## src/rtl/ps2_keyboard_if.sv

```systemverilog
// rtl/ps2_keyboard_if.sv - PS/2 line inputs and received scan-code byte bundle
interface ps2_keyboard_if;
  logic       ps2_clk;
  logic       ps2_data;
  logic [7:0] data;
  logic       read_complete;

  // keyboard/stimulus side drives the lines and observes the byte
  modport master (
    output ps2_clk,
    output ps2_data,
    input  data,
    input  read_complete
  );

  // receiver side samples the lines and produces the byte
  modport slave (
    input  ps2_clk,
    input  ps2_data,
    output data,
    output read_complete
  );
endinterface

```

## src/rtl/ps2_keyboard.sv

```systemverilog
// rtl/ps2_keyboard.sv - PS/2 device-to-host frame receiver; optional PS2_PARITY_CHECK_EN enables odd-parity rejection
module ps2_keyboard #(
  parameter int FILTER_LEN     = 4,
  parameter int TIMEOUT_CYCLES = 10000
) (
  input  logic          clk,
  input  logic          rst,
  ps2_keyboard_if.slave bus
);

  localparam int          TW       = $clog2(TIMEOUT_CYCLES + 1);
  localparam logic [3:0]  FILT_MAX = 4'(FILTER_LEN - 1);
  localparam logic [TW-1:0] TO_MAX = TW'(TIMEOUT_CYCLES - 1);

  typedef enum logic {IDLE, RECV} state_t;

  logic              clk_sync1, clk_sync2;
  logic              data_sync1, data_sync2;
  logic [FILTER_LEN:0] data_dly;
  logic              sample_bit;

  logic              filt_clk;
  logic [3:0]        filt_cnt;
  logic              fall_q;

  state_t            state;
  logic [3:0]        bit_cnt;
  logic [10:0]       frame_sr;
  logic [10:0]       frame_next;
  logic [TW-1:0]     to_cnt;
  logic              done_q;
  logic [10:0]       done_frame;

  logic              frame_ok;
  logic              chk_valid;
  logic [7:0]        chk_byte;

  // Two-flop synchronizers for both raw lines; idle level is high
  always_ff @(posedge clk) begin
    if (!rst) begin
      clk_sync1  <= 1'b1;
      clk_sync2  <= 1'b1;
      data_sync1 <= 1'b1;
      data_sync2 <= 1'b1;
    end else begin
      clk_sync1  <= bus.ps2_clk;
      clk_sync2  <= clk_sync1;
      data_sync1 <= bus.ps2_data;
      data_sync2 <= data_sync1;
    end
  end

  // Delay data so the bit sampled on a fall strobe is the value seen just before the raw clock fell
  always_ff @(posedge clk) begin
    if (!rst) begin
      data_dly <= '1;
    end else begin
      data_dly <= {data_dly[FILTER_LEN-1:0], data_sync2};
    end
  end

  assign sample_bit = data_dly[FILTER_LEN];

  // Glitch filter: follow the synchronized clock only after FILTER_LEN consecutive differing samples
  always_ff @(posedge clk) begin
    if (!rst) begin
      filt_clk <= 1'b1;
      filt_cnt <= 4'd0;
      fall_q   <= 1'b0;
    end else begin
      fall_q <= 1'b0;
      if (clk_sync2 != filt_clk) begin
        if (filt_cnt == FILT_MAX) begin
          filt_clk <= clk_sync2;
          filt_cnt <= 4'd0;
          fall_q   <= filt_clk;
        end else begin
          filt_cnt <= filt_cnt + 4'd1;
        end
      end else begin
        filt_cnt <= 4'd0;
      end
    end
  end

  // Bits arrive LSB first, so shift right: after 11 bits the start bit lands in bit 0
  assign frame_next = {sample_bit, frame_sr[10:1]};

  // Frame FSM: wait for a start bit, collect 11 bits, abandon the frame on a stalled clock
  always_ff @(posedge clk) begin
    if (!rst) begin
      state      <= IDLE;
      bit_cnt    <= 4'd0;
      frame_sr   <= 11'd0;
      to_cnt     <= '0;
      done_q     <= 1'b0;
      done_frame <= 11'd0;
    end else begin
      done_q <= 1'b0;
      case (state)
        IDLE: begin
          to_cnt  <= '0;
          bit_cnt <= 4'd0;
          if (fall_q && !sample_bit) begin
            state    <= RECV;
            bit_cnt  <= 4'd1;
            frame_sr <= 11'd0;
          end
        end
        RECV: begin
          if (fall_q) begin
            to_cnt   <= '0;
            frame_sr <= frame_next;
            if (bit_cnt == 4'd10) begin
              state      <= IDLE;
              bit_cnt    <= 4'd0;
              done_q     <= 1'b1;
              done_frame <= frame_next;
            end else begin
              bit_cnt <= bit_cnt + 4'd1;
            end
          end else if (to_cnt == TO_MAX) begin
            state   <= IDLE;
            bit_cnt <= 4'd0;
            to_cnt  <= '0;
          end else begin
            to_cnt <= to_cnt + 1'b1;
          end
        end
        default: begin
          state   <= IDLE;
          bit_cnt <= 4'd0;
          to_cnt  <= '0;
        end
      endcase
    end
  end

`ifdef PS2_PARITY_CHECK_EN
  assign frame_ok = done_frame[10] & ~done_frame[0] & (^done_frame[9:1]);
`else
  logic parity_unused;
  assign parity_unused = done_frame[9];
  assign frame_ok      = done_frame[10] & ~done_frame[0];
`endif

  // Check stage: register the accept decision and the payload of a completed frame
  always_ff @(posedge clk) begin
    if (!rst) begin
      chk_valid <= 1'b0;
      chk_byte  <= 8'h00;
    end else begin
      chk_valid <= done_q & frame_ok;
      chk_byte  <= done_frame[8:1];
    end
  end

  // Output stage: update the held byte and pulse read_complete together
  always_ff @(posedge clk) begin
    if (!rst) begin
      bus.data          <= 8'h00;
      bus.read_complete <= 1'b0;
    end else begin
      bus.read_complete <= chk_valid;
      if (chk_valid) begin
        bus.data <= chk_byte;
      end
    end
  end

endmodule

```

## src/flat_wrapper.sv

```systemverilog
// flat-port wrapper written by rule: the top's interface ports become plain ports
module ps2_keyboard_flat 
#(
  parameter int FILTER_LEN     = 4,
  parameter int TIMEOUT_CYCLES = 10000
)
  (clk, rst, bus_ps2_clk, bus_ps2_data, bus_data, bus_read_complete);
  ps2_keyboard_if bus_i ();
  input  logic clk;
  input  logic rst;
  input wire logic [$bits(bus_i.ps2_clk)-1:0] bus_ps2_clk;
  input wire logic [$bits(bus_i.ps2_data)-1:0] bus_ps2_data;
  output wire logic [$bits(bus_i.data)-1:0] bus_data;
  output wire logic [$bits(bus_i.read_complete)-1:0] bus_read_complete;
  assign bus_i.ps2_clk = bus_ps2_clk;
  assign bus_i.ps2_data = bus_ps2_data;
  assign bus_data = bus_i.data;
  assign bus_read_complete = bus_i.read_complete;
  ps2_keyboard #(.FILTER_LEN(FILTER_LEN), .TIMEOUT_CYCLES(TIMEOUT_CYCLES)) u_core (.clk(clk), .rst(rst), .bus(bus_i));
endmodule
```

## config.mk

```make
export PLATFORM = sky130hd
export DESIGN_NAME = ps2_keyboard_flat
export DESIGN_NICKNAME = d
export VERILOG_FILES = /design/src/rtl/ps2_keyboard_if.sv /design/src/rtl/ps2_keyboard.sv /design/src/flat_wrapper.sv
export SDC_FILE = /design/constraint.sdc
export NUM_CORES = 1
export LEC_CHECK = 0
export ABC_AREA = 1
export BUFFER_PORTS_ARGS = -buffer_cell sky130_fd_sc_hd__buf_2
export CAP_MARGIN = 20
export CORE_AREA = 4 4 92 86
export DETAILED_ROUTE_END_ITERATION = 8
export DIE_AREA = 0 0 96 90
export GPL_ROUTABILITY_DRIVEN = 0
export PLACE_DENSITY = 0.57
export SLEW_MARGIN = 25
export SYNTH_ARGS = -nofsm -noshare
export SYNTH_HDL_FRONTEND = slang
export SYNTH_SLANG_ARGS = --single-unit
```

## constraint.sdc

```tcl
create_clock -name clk -period 1.7 [get_ports clk]
set_input_delay 0.17 -clock clk [delete_from_list [all_inputs] [get_ports clk]]
set_output_delay 0.17 -clock clk [all_outputs]
set_load 0.01 [all_outputs]
```

Word level (Yosys, flattened, before mapping)
Cells that the tools add are included.
{"block": "op_classes", "bitwise_logic": 6, "n_reduce_logical": 8, "muxes": 17, "n_addsub": 3, "n_eq_ne": 7}
{"cell": "two-way mux 14 bit", "n": 2}
{"cell": "one-hot mux 14 bit (2 select lines)", "n": 1}
{"cell": "two-way mux 11 bit", "n": 2}
{"cell": "one-hot mux 11 bit (2 select lines)", "n": 1}
{"cell": "adder 14 x 1 -> 14 bit (second input constant)", "n": 1}
{"cell": "equality test 14 bit (second input constant)", "n": 1}
{"cell": "two-way mux 4 bit", "n": 3}
{"cell": "AND reduction 3 bit", "n": 3}
{"cell": "adder 4 x 1 -> 4 bit (second input constant)", "n": 2}
{"cell": "one-hot mux 4 bit (2 select lines)", "n": 1}
{"cell": "two-way mux 1 bit", "n": 6}
{"cell": "equality test 4 x 2 -> 1 bit (second input constant)", "n": 1}
{"cell": "equality test 4 bit (second input constant)", "n": 1}
{"cell": "!= test 2 x 1 -> 1 bit (second input constant)", "n": 2}
{"cell": "inverter 1 bit", "n": 4}
{"cell": "AND reduction 2 bit", "n": 2}
{"cell": "!= test 3 x 2 -> 1 bit (second input constant)", "n": 1}
{"cell": "OR reduction 3 bit", "n": 1}
{"cell": "AND 1 bit", "n": 2}
{"cell": "one-hot mux 1 bit (2 select lines)", "n": 1}
{"cell": "logical AND 1 bit", "n": 1}
{"cell": "logical NOT 1 bit", "n": 1}
{"cell": "!= test 1 bit", "n": 1}
{"block": "word_totals", "regBits": 75, "out_inout_bits": 9, "inputBits": 4}

Depth between registers and ports, before layout
{"block": "logic_depth", "ltp_word": 4, "mapped_depth": 8, "depth_no_buf": 8}

Worst setup path after synthesis
OpenSTA, ideal clock, no wires.
{"block": "synth_timing", "path_type": "register to register", "start": "register u_core.to_cnt[0]", "end": "register u_core.to_cnt[5]", "setup_time_ns": 0.118, "path_stages_with_launch": 8, "t_arrival_ns": 1.173, "path_buffers": 1, "setup_slack_ns": 0.409, "cell_sequence": "dfxtp_1 > ha_1 > nand3_1 > nor2_1 > nand2_2 > nand3_4 > buf_8 > nor2_4"}
{"block": "synth_via", "elab_chain_cells": 4, "word_cells_on_any_way": 5, "cone_classes": "1 x add/sub; 1 x eq/ne; 3 x mux"}
{"element": "start: declaration", "line_no": "ps2_keyboard.sv:30", "source": "logic [TW-1:0] to_cnt;"}
{"element": "start signal: assignment", "line_no": "ps2_keyboard.sv:127", "source": "to_cnt <= to_cnt + 1'b1;"}
{"element": "adder 14 x 1 -> 14 bit or equality test 14 bit (tied branches)", "line_no": "ps2_keyboard.sv:127, ps2_keyboard.sv:122"}
{"element": "two-way mux 14 bit *", "line_no": "ps2_keyboard.sv:122", "source": "end else if (to_cnt == TO_MAX) begin"}
{"element": "two-way mux 14 bit *", "line_no": "ps2_keyboard.sv:111", "source": "if (fall_q) begin"}
{"element": "one-hot mux 14 bit (2 select lines) *", "line_no": "ps2_keyboard.sv:100", "source": "case (state)"}
Every way passes the cells marked *; elsewhere a longest branch is shown, timed or not.
A chain may end at the register's enable or synchronous reset.

Final worst setup path
{"block": "layout_timing", "start": "register u_core.to_cnt[0]", "end": "register u_core.bit_cnt[1]"}
{"block": "layout_via", "elab_chain_cells": 2}
{"element": "equality test 14 bit", "line_no": "ps2_keyboard.sv:122"}
{"element": "!= test 3 x 2 -> 1 bit (no source line)"}
{"element": "end signal: assignment", "line_no": "ps2_keyboard.sv:120", "source": "bit_cnt <= bit_cnt + 4'd1;"}
{"element": "end: declaration", "line_no": "ps2_keyboard.sv:27", "source": "logic [3:0] bit_cnt;"}
No other way between the ends.

==> flow_summary.yaml <==
status:
  status: "complete, no violations"
pwr:
  clkPwrFrac: 0.413
  power.switching_w: 0.000704
  leakagePower_nw: 1.25
  p_per_area_nw_per_um2: 965
  vdd.ir_drop.worst_mv: 0.694
  seqPwrFrac: 0.575
  total_power_w: 0.00299
  internal-power_w: 0.00228
  swShare: 0.236
  pwr-share-comb: 0.012
cts:
  cts_buffer_depth: 2
  cts_tree: "yes"
  cts_sinks: 73
  h-tree-depth: 3
  clk_pin_slew_worst_paths_ps: 80
  cts-root-buf: "clkbuf_8"
  post_cts_resized: 0
  clk_latency_ps: 350
  cts_buffers: 9
drt:
  postRouteAntennaNets: 0
  wire_per_inst_microns: 9.93
  drc_errors: 0
  wl_microns: 4410
  avgViaCountPerCell: 4.39
  drtIter0Drc: 71
  vias: 1949
  drt_pass1_iterations: 4
grt:
  track_usage: 0.117
  grt_pass1_vias: 1859
  grt_max_degree: 18
  grt_pass1_wl_microns: 8180
  antenna_found_initial: 0
  grt-ovfl-total: 0
sta:
  rsz0062_at_grt: "false"
  clock.fmax_mhz: 679
  finalClockSkew_ps: 10.3
  tightestPinTransition_ps: 377
  finalSetupViolCount: 0
  hold_violations: 0
  final.setup.tns_ps: 0
  period_share: 0.866
  slew_violations: 0
  slew_headroom: 0.748
  period_needed_ps: 1470
worst_setup_path:
  startpoint_type: "flip-flop"
  worst_ep_arrival_time_ps: 1730
  critPathKind: "reg2reg"
  worstPathRequired_ps: 1960
  crit_path_end_kind: "flip-flop"
  crit_fanout: 17
floorplan:
  fp.dieH_microns: 90
  dieArea_sq_um: 8640
  die_w_microns: 96
  rows: 29
  design.core.area_sq_um: 6930
  initial_utilization: 0.393
  io_pins: 13
synth:
  avgSynthCellArea_sq_um: 8.38
  syn_inst: 325
  ys_warn_count: 0
  synth_area_sq_um: 2720
  synth_nets: 333
  ys_seq_area_frac: 0.537
  synth_cell_types: 30
  ys_ff_latch: 73
cells_and_area:
  nets: 354
  layout-drive-gt1-share: 0.191
  fin_area_sq_um: 3100
  area_growth_pct: 13.6
  diodes: 0
placed_design:
  io_buffer_count: 12
  placed_area_sq_um: 2890
  dp_hpwl_microns: 3030
worst_hold_path:
  hp-class: "in2reg"
job:
  drv_cap: 0
cell families (layout without fill, tap and decap cells):
group | Yosys count | in the layout | share of synthesized area
buffers and inverters | 46 | 72 | 0.0694
AND/OR/NAND/NOR | 146 | 146 | 0.256
adder cells (fa/ha/maj) | 4 | 4 | 0.0184
flip-flops | 73 | 73 | 0.537
XOR/XNOR | 7 | 7 | 0.0225
AO/OA/AOI/OAI | 49 | 49 | 0.0974
cells in the final DEF (no fill, tap or decap):
| cell | Yosys | final |
|---|---|---|
| or2_0 | 1 | 1 |
| nand2_2 | 4 | 4 |
| o21ai_0 | 15 | 15 |
| inv_2 | 2 | 2 |
| a21oi_2 | 4 | 4 |
| o21ai_1 | 10 | 10 |
| xnor2_1 | 1 | 1 |
| inv_6 | 0 | 3 |
| or2_2 | 10 | 10 |
| inv_1 | 34 | 34 |
| clkinvlp_4 | 0 | 3 |
| nor2_2 | 7 | 7 |
| nand2_1 | 56 | 56 |
| ha_1 | 4 | 4 |
| dfxtp_1 | 73 | 73 |
| nand3_2 | 1 | 1 |
| nand3_4 | 1 | 1 |
| nor4_1 | 1 | 1 |
| o211ai_1 | 2 | 2 |
| nor2_4 | 3 | 3 |
| a21oi_1 | 18 | 18 |
| buf_4 | 0 | 6 |
| buf_2 | 4 | 12 |
| nand4_1 | 3 | 3 |
| nor3_1 | 3 | 3 |
| inv_8 | 0 | 1 |
| nor2_1 | 34 | 34 |
| xor2_1 | 6 | 6 |
| nor3_2 | 1 | 1 |
| nand3b_1 | 2 | 2 |
| nand3_1 | 19 | 19 |
| clkbuf_8 | 0 | 9 |
| dlygate4sd3_1 | 0 | 2 |
state kept, by name, summed over array words and instances (netlist names), 4 cells and up:
register,flops
u_core.bit_cnt,4
u_core.bus.data,8
u_core.chk_byte,8
u_core.data_dly,5
u_core.done_frame,10
u_core.filt_cnt,4
u_core.frame_sr,10
u_core.to_cnt,14
critical path: stages, from the launching register on:
cell and delay (ps):
dfxtp_1 330, ha_1 230, nand3_1 140, nor2_1 70, nand2_2 100, nand3_4 240, o21ai_0 270
stage by stage:
step	hold slack, ps	util	worst slack, ps	instances
detailed placement	360	0.417	249	426
finish	247	0.447	228	444
floorplan	277	-	409	325
global route	260	0.447	68.3	444
CTS	232	0.447	216	444
global placement	358	0.417	315	426
cell usage after synthesis (all sizes together):
library cell	n	area, sq um
nor3	4	25.0
nand3	21	123
o21ai	25	125
nand4	3	18.8
a21oi	22	125
inv	36	135
xor2	6	52.6
nand2	60	235
ha	4	50.1
xnor2	1	8.76
buf	6	38.8
nor4	1	6.26
dfxtp	73	1460
o211ai	2	15.0
clkbuf	4	15.0
nand3b	2	15.0
or2	11	68.8
nor2	44	205
worst paths after layout:
kind	cells after the start	slack [ps]	to	startpoint
setup / recovery	6	230	u_core.bit_cnt[1]	u_core.to_cnt[0]
hold / removal	3	250	u_core.filt_clk	rst
setup reg to reg	6	230	u_core.bit_cnt[1]	u_core.to_cnt[0]
hold reg to reg	1	410	u_core.data_dly[4]	u_core.data_dly[3]
final cells by class:
class	instances	area (sq um)
clock inverters	7	60.1
well taps	93	116
fillers	710	3830
repair buffers	20	125
multi-input cells	206	1070
flip-flops and latches	73	1460
clock buffers	9	124
inverters	36	135
metal layers:
metal	track usage	share of wire	up-vias	routed length, microns
li1	-	-	1077	-
met1	0.167	0.52	832	2300
met2	0.156	0.40	30	1780
met3	0.0459	0.057	10	249
met4	0.0498	0.019	0	84
met5	0	0	-	0
what timing repair did:
item | 4_1_cts | 5_1_grt
hold buffers | 2 | 0
hold endpoints to repair | 2 | 0
setup endpoints to repair | 0 | 0
setup buffers | 0 | 0
power groups by stage:
stage               Combinational [W]  Sequential, W  Clock (W)
floorplan                   0.0000217        0.00176          0
global placement            0.0000340        0.00176          0
detailed placement          0.0000340        0.00176          0
CTS                         0.0000376        0.00172    0.00129
global route                0.0000420        0.00172    0.00137
finish                      0.0000369        0.00172    0.00123
(Power assumes the default switching activity.)
